===== src/rtl/ilv2_mode_ctrl.sv =====
// rtl/ilv2_mode_ctrl.sv - run-time bypass/interleave mode sequencer for the ilv2 lane datapath
//
// Switches one lane between bypass and odd/even interleaved output, only on
// frame boundaries. Valid words are counted into frames; a switch request is
// armed and then committed on the next boundary word.
//
// Ports
//   clk         single clock
//   sclr        synchronous clear, active high, overrides every other input
//   din         input word, {din_high, din_low}
//   din_valid   din qualifier, gaps allowed on any cycle
//   frame_sync  with din_valid: this word is frame word 0
//   ilv_req     level request, 1 = interleave
//   dout        registered output word, holds during invalid cycles
//   dout_valid  dout qualifier
//   ilv_ack     interleaved mode active
//   busy        switch armed, waiting for a boundary word
//   switch_cnt  completed mode switches, saturating
module ilv2_mode_ctrl #(
    parameter int WIDTH       = 40,
    parameter int FRAME_WORDS = 32,
    parameter int CNT_W       = 8
) (
    input  logic             clk,
    input  logic             sclr,
    input  logic [WIDTH-1:0] din,
    input  logic             din_valid,
    input  logic             frame_sync,
    input  logic             ilv_req,
    output logic [WIDTH-1:0] dout,
    output logic             dout_valid,
    output logic             ilv_ack,
    output logic             busy,
    output logic [CNT_W-1:0] switch_cnt
);

    localparam int HALF = WIDTH / 2;
    localparam int WC_W = (FRAME_WORDS > 2) ? $clog2(FRAME_WORDS) : 1;
    localparam logic [WC_W-1:0] LAST_IDX = WC_W'(FRAME_WORDS - 1);

    typedef enum logic [1:0] {
        S_BYP     = 2'd0,
        S_ARM_ON  = 2'd1,
        S_ILV     = 2'd2,
        S_ARM_OFF = 2'd3
    } state_t;

    state_t            state;
    logic [WC_W-1:0]   word_cnt;
    logic [HALF-1:0]   prev_high;

    logic [HALF-1:0]   din_high;
    logic [HALF-1:0]   din_low;
    logic [WC_W-1:0]   word_idx;
    logic [WC_W-1:0]   wc_next;
    logic              boundary;
    logic [WIDTH-1:0]  mixed;
    logic [CNT_W-1:0]  cnt_inc;

    // Even output bits carry the current low half, odd bits the held high half.
    function automatic logic [WIDTH-1:0] mix_odd_even(input logic [HALF-1:0] h,
                                                      input logic [HALF-1:0] l);
        logic [WIDTH-1:0] r;
        r = '0;
        for (int i = 0; i < HALF; i++) begin
            r[2*i]   = l[i];
            r[2*i+1] = h[i];
        end
        return r;
    endfunction

    always_comb begin
        din_high = din[WIDTH-1:HALF];
        din_low  = din[HALF-1:0];
        // frame_sync forces the current word to index 0 whatever the count says.
        word_idx = frame_sync ? '0 : word_cnt;
        wc_next  = (word_idx == LAST_IDX) ? '0 : word_idx + 1'b1;
        boundary = din_valid && (word_idx == '0);
        mixed    = mix_odd_even(prev_high, din_low);
        cnt_inc  = (switch_cnt == '1) ? switch_cnt : switch_cnt + 1'b1;
    end

    always_ff @(posedge clk) begin
        if (sclr) begin
            state      <= S_BYP;
            word_cnt   <= '0;
            prev_high  <= '0;
            dout       <= '0;
            dout_valid <= 1'b0;
            ilv_ack    <= 1'b0;
            busy       <= 1'b0;
            switch_cnt <= '0;
        end else begin
            dout_valid <= 1'b0;
            if (din_valid) begin
                word_cnt <= wc_next;
            end

            case (state)
                S_BYP: begin
                    if (din_valid) begin
                        dout       <= din;
                        dout_valid <= 1'b1;
                    end
                    if (ilv_req) begin
                        state <= S_ARM_ON;
                        busy  <= 1'b1;
                    end
                end

                S_ARM_ON: begin
                    if (!ilv_req) begin
                        // Request withdrawn: abandon, even on a boundary word.
                        if (din_valid) begin
                            dout       <= din;
                            dout_valid <= 1'b1;
                        end
                        state <= S_BYP;
                        busy  <= 1'b0;
                    end else if (boundary) begin
                        // The entry word only primes the high-half history;
                        // its own output would pair with a stale half, so drop it.
                        prev_high  <= din_high;
                        state      <= S_ILV;
                        ilv_ack    <= 1'b1;
                        busy       <= 1'b0;
                        switch_cnt <= cnt_inc;
                    end else if (din_valid) begin
                        dout       <= din;
                        dout_valid <= 1'b1;
                    end
                end

                S_ILV: begin
                    if (din_valid) begin
                        dout       <= mixed;
                        dout_valid <= 1'b1;
                        prev_high  <= din_high;
                    end
                    if (!ilv_req) begin
                        state <= S_ARM_OFF;
                        busy  <= 1'b1;
                    end
                end

                S_ARM_OFF: begin
                    if (din_valid) begin
                        prev_high <= din_high;
                    end
                    if (ilv_req) begin
                        if (din_valid) begin
                            dout       <= mixed;
                            dout_valid <= 1'b1;
                        end
                        state <= S_ILV;
                        busy  <= 1'b0;
                    end else if (boundary) begin
                        // Exit word goes out as plain bypass; the held half is dropped.
                        dout       <= din;
                        dout_valid <= 1'b1;
                        state      <= S_BYP;
                        ilv_ack    <= 1'b0;
                        busy       <= 1'b0;
                        switch_cnt <= cnt_inc;
                    end else if (din_valid) begin
                        dout       <= mixed;
                        dout_valid <= 1'b1;
                    end
                end

                default: begin
                    state <= S_BYP;
                end
            endcase
        end
    end

endmodule


===== config.mk =====
export PLATFORM = sky130hd
export DESIGN_NAME = ilv2_mode_ctrl
export DESIGN_NICKNAME = d
export VERILOG_FILES = /design/src/rtl/ilv2_mode_ctrl.sv
export SDC_FILE = /design/constraint.sdc
export NUM_CORES = 1
export LEC_CHECK = 0
export ABC_AREA = 1
export CAP_MARGIN = 0
export CORE_MARGIN = 2
export CORE_UTILIZATION = 55
export CTS_CLUSTER_DIAMETER = 30
export CTS_CLUSTER_SIZE = 10
export DETAILED_ROUTE_END_ITERATION = 10
export PLACE_DENSITY = 0.86
export SLEW_MARGIN = 20
export SYNTH_ARGS = -nofsm -noshare
export SYNTH_HDL_FRONTEND = slang
export SYNTH_SLANG_ARGS = --single-unit

===== constraint.sdc =====
create_clock -name clk -period 3.9 [get_ports clk]
set_clock_uncertainty 0.2 [all_clocks]
set_input_delay 0.78 -clock clk [delete_from_list [all_inputs] [get_ports clk]]
set_output_delay 0.78 -clock clk [all_outputs]
set_load 0.03 [all_outputs]

* Yosys cells after proc, flatten, opt, wreduce, memory -nomap -nowiden *
Cells that the tools add are included.

storage, ports and cells
  register bits = 78
  latch bits = 0
  memory bits (writable) = 0
  memory bits (read-only) = 0
  bits of input ports = 45
  logic and storage cells = 79
  memories kept = 0

cells by class
  add/sub/neg operators = 2
  multiply operators = 0
  div/mod/pow operators = 0
  magnitude comparators = 0
  eq/ne operators = 15
  shift-type cells = 0
  mux-type cells = 42
  bitwise logic cells = 0
  reduce and logical (&&, ||, !) cells = 12

operator list
  kind                   number
  $mux W40               6
  $pmux W40 S4           1
  $mux W20               3
  $pmux W20 S2           1
  $mux W8                4
  $pmux W8 S2            1
  $mux W1                14
  $mux W2                6
  $ne A2 B2 Y1 const B   6
  $mux W5                2
  $ne A3 B3 Y1 const B   3
  $add A8 B1 Y8 const B  1
  $eq A8 B8 Y1 const B   1
  $pmux W2 S4            1
  $reduce_and A4 Y1      2
  $add A5 B1 Y5 const B  1
  $eq A5 B5 Y1 const B   1
  $logic_not A5 Y1       1
  $reduce_and A5 Y1      1
  $eq A2 B2 Y1 const B   2
  $pmux W1 S4            1
  $reduce_bool A2 Y1     2
  $reduce_or A2 Y1       2
  $pmux W1 S3            1
  other kinds (7)        7

* Logic depth before layout (Yosys ltp) *
  depth after elaboration = 6
  gate-level depth with buffers = 13

* Worst setup path after synthesis *
No wires, ideal clock.

  path kind = in2reg
  start point = in frame_sync
  end point = reg dout[36]
  library setup time = 0.064 ns
  data arrival time = 1.959 ns
  data required time = 3.636 ns
  path slack = 1.676 ns
  stages on the path = 12
  path buffers = 2
  cell sequence = nor2_1 inv_1 ha_1 nand2_2 nor2_4 nand2_1 nand2_2 nand2_2 buf_6 buf_6 o21ai_1 nor2_1

on the way
  longest elaborated chain between the ends = 6

RTL lines
  what                     RTL line  RTL
  start, declared          28        input logic frame_sync,
  $mux W5 (*)              76        word_idx = frame_sync ? '0 : word_cnt;
  $logic_not A5 Y1 (*)     78        boundary = din_valid && (word_idx == '0);
  $logic_and A1 B1 Y1 (*)  78
  $mux W40                 157       end else if (boundary) begin
  $mux W40                 150       if (ilv_req) begin
  $pmux W40 S4             99        case (state)
  end signal, assigned     102       dout <= din;
  end signal, assigned     152       dout <= mixed;
  end signal, assigned     159       dout <= din;
  end, declared            30        output logic [WIDTH-1:0] dout,

Every way passes the cells marked *; elsewhere a longest branch is shown, timed or not.
A chain may end at the register's enable or synchronous reset.

* Worst setup path after layout *
  start point = in frame_sync
  end point = reg prev_high[2]

on the way
  longest elaborated chain between the ends = 5

RTL lines
  what                                RTL line  RTL
  $mux W5                             76
  $logic_not A5 Y1                    78
  $logic_and A1 B1 Y1                 78
  $ne A2 B2 Y1 (no source line)       n/a
  $reduce_and A4 Y1 (no source line)  n/a
  end signal, assigned                123       prev_high <= din_high;
  end signal, assigned                138       prev_high <= din_high;
  end signal, assigned                148       prev_high <= din_high;
  end, declared                       50        logic [HALF-1:0] prev_high;

No other way between the ends.

==> qor.yml <==
antenna_found_initial: 0
slew_viol_final: 0
timing.setup.tns_ps: 0
hp-class: "reg -> reg"
drv_cap: 0
period_minus_slack_ps: 2850
path_cells: "clkdlybuf4s50_1, nor2_1, inv_1, ha_1, nand2_2, nor2_4, nand2_1, nand2_1, nand2_1, inv_2, nor2_1, nor2_1"
cp-end-kind: "flip-flop"
yosysSeqAreaShare_pct: 36.9
p_per_area_nw_per_um2: 396
drive_above_1_share_pct: 13.7
core-area_um2: 7370
holdBufCountCts: 0
place.gp.congestion: 0.884
max_freq_ghz: 0.351
cp.depth: 12
start_util_pct: 57.4
highest_layer: "met4"
grt_usage_pct: 26.2
post-route-util_pct: 72.2
tightest_slew_ps: 680
rsz0062_at_grt: "false"
avgViaCountPerCell: 5.36
wl_met2_mm: 5.09
min-delay-start: "busy"
insertion_delay_ps: 350
yosys.cell_types.count: 28
cts_repair_resize_count: 0
num_rows: 31
crit_fanout: 20
postLayoutCellArea_um2: 5320
synthesis.nets: 657
cts_sinks: 78
overflow: 0
cts_setup_buffers: 0
slowest_stage: "clkdlybuf4s50_1"
ant_nets: 0
syn_inst: 608
start_kind: "input port"
dp_slack_ps: 704
synth_area_leaders: "dfxtp_1, nand2_1, a21oi_2, o21ai_0, o21ai_1"
worst-path-buf-inv: 3
wl_met1_mm: 4.74
hold_end: "busy"
ctsRootBufferMaster: "clkbuf_8"
min_period_over_period_pct: 73.0
clk_pin_slew_ps: 80
cp.arrival_ps: 2890
cts_tree: "done"
vias: 4196
avgSynthCellArea_um2: 6.96
final_cell_mix: "nand2_1, clkdlybuf4s50_1, dfxtp_1, nor2_1, o21ai_0"
areaGrowthSynthToFinish_pct: 25.8
route.met3.wl_um: 532
worst-r2r-cell-count: 12
dieArea_um2: 8410
ys_warn_count: 0
worstPathRequired_ps: 3940
drcViolationCount: 0
dieHeight_um: 91.7
critPathTopFamily: "simple AND/OR/NAND/NOR gates"
async_reset_ff_share_pct: 0
p_leak_uw: 0.00228
grt_max_degree: 77
synth.largest_area_cell: "dfxtp_1"
dieWidth_um: 91.7
slew_headroom_pct: 54.5
synth-seq-cells: 78
cts_made_buffers: 9
dpl-instance-area_um2: 5120
synth-edff-count: 0
status: "finished clean"
yosysTopAreaCellShare_pct: 36.9
r2r_end: "prev_high[2]"
ios: 96
r2r-start: "word_cnt[0]"
fin_nets: 729
peakVddDrop_mv: 0.194
rrSetupSlack_ps: 1580
clk_path_buf_depth: 2
worstSetupPathType: "in -> reg"
grt_pass1_vias: 3900
grt_pass1_wl_mm: 18.0
diodes: 0
port_buffers: 95
syn_area_um2: 4230
wire_per_inst_um: 13.6
ys.flop_type: "dfxtp_1"
wirelength_mm: 10.6
drt_pass1_iterations: 5
hold_viol: 0
first_iter_violations: 288
final_common_cell: "nand2_1"
htree_num_levels: 3
cpPeakStageDelay_ps: 460
place_hpwl_mm: 7.34
fin_ws_ps: 1050
setup_viol: 0
hold-path-cell-count: 2
[worst max path at each step]
stage / start / endpoint / slack, ps
after floorplan: frame_sync / dout[36] / 1680
after global placement: frame_sync / prev_high[15] / 860
after detailed placement: frame_sync / prev_high[2] / 700
after CTS: frame_sync / prev_high[2] / 1060
after global routing: frame_sync / prev_high[8] / 880
final: frame_sync / prev_high[2] / 1050
[logic make-up (layout without fill, tap and decap cells)]
group           Yosys count  after routing  share of synthesized area, %
simple gates            249            249                          23.9
compound gates          176            176                          25.9
buf+inv                  97            173                          11.3
flops                    78             78                          36.9
fa+ha+maj                 4              4                          1.18
xor+xnor                  4              4                         0.828
[final cells by class]
| class | count | area (um2) |
|---|---|---|
| flip-flops and latches | 78 | 1560 |
| multi-input cells | 433 | 2200 |
| clock inverters | 3 | 42.5 |
| fillers | 590 | 2050 |
| inverters | 57 | 214 |
| well taps | 99 | 124 |
| repair buffers | 101 | 1020 |
| clock buffers | 12 | 165 |
[layer usage]
metal  global-route usage [%]  up-vias
li1                         -     2103
met1                     34.5     1937
met2                     43.0      132
met3                     3.94       24
met4                     10.7        0
met5                        0        -
[cell usage after synthesis (3+ instances only)]
cell,count
xnor2_1,3
nand2_1,158
nor2_1,59
a21oi_2,37
o21ai_1,45
nand2_2,8
buf_2,11
o21ai_0,54
nand3_1,13
inv_2,6
buf_4,3
o21ai_2,19
nand4_1,6
dfxtp_1,78
buf_6,9
a21oi_1,18
clkbuf_1,14
ha_1,4
inv_1,50
[through the flow]
stage                     hold WS (ps)  total power, uW  cells
after floorplan                    255             1300    608
after global placement             249             1470    768
after detailed placement           260             1490    768
after CTS                          273             2120    783
after global routing               310             2210    783
final                              272             2110    783
[sequential cells by signal, indices dropped and copies added, names as in the netlist, named ones only]
register / cells
busy: 1
word_cnt: 5
dout: 40
switch_cnt: 8
ilv_ack: 1
state: 1
prev_high: 20
dout_valid: 1
[worst min-delay path: cells and delay by family, from the launching register on]
family	cells	cell delay, ps
DFF	1	320
and+or+nand+nor	1	60
AOI/OAI and AO/OA	1	50
[power breakdown]
group | switching (uW) | leakage, uW | internal, uW
sequential | 52.3 | 0.000643 | 866
combinational | 334 | 0.00153 | 219
clock | 295 | 0.000104 | 344
(Power assumes the default switching activity.)
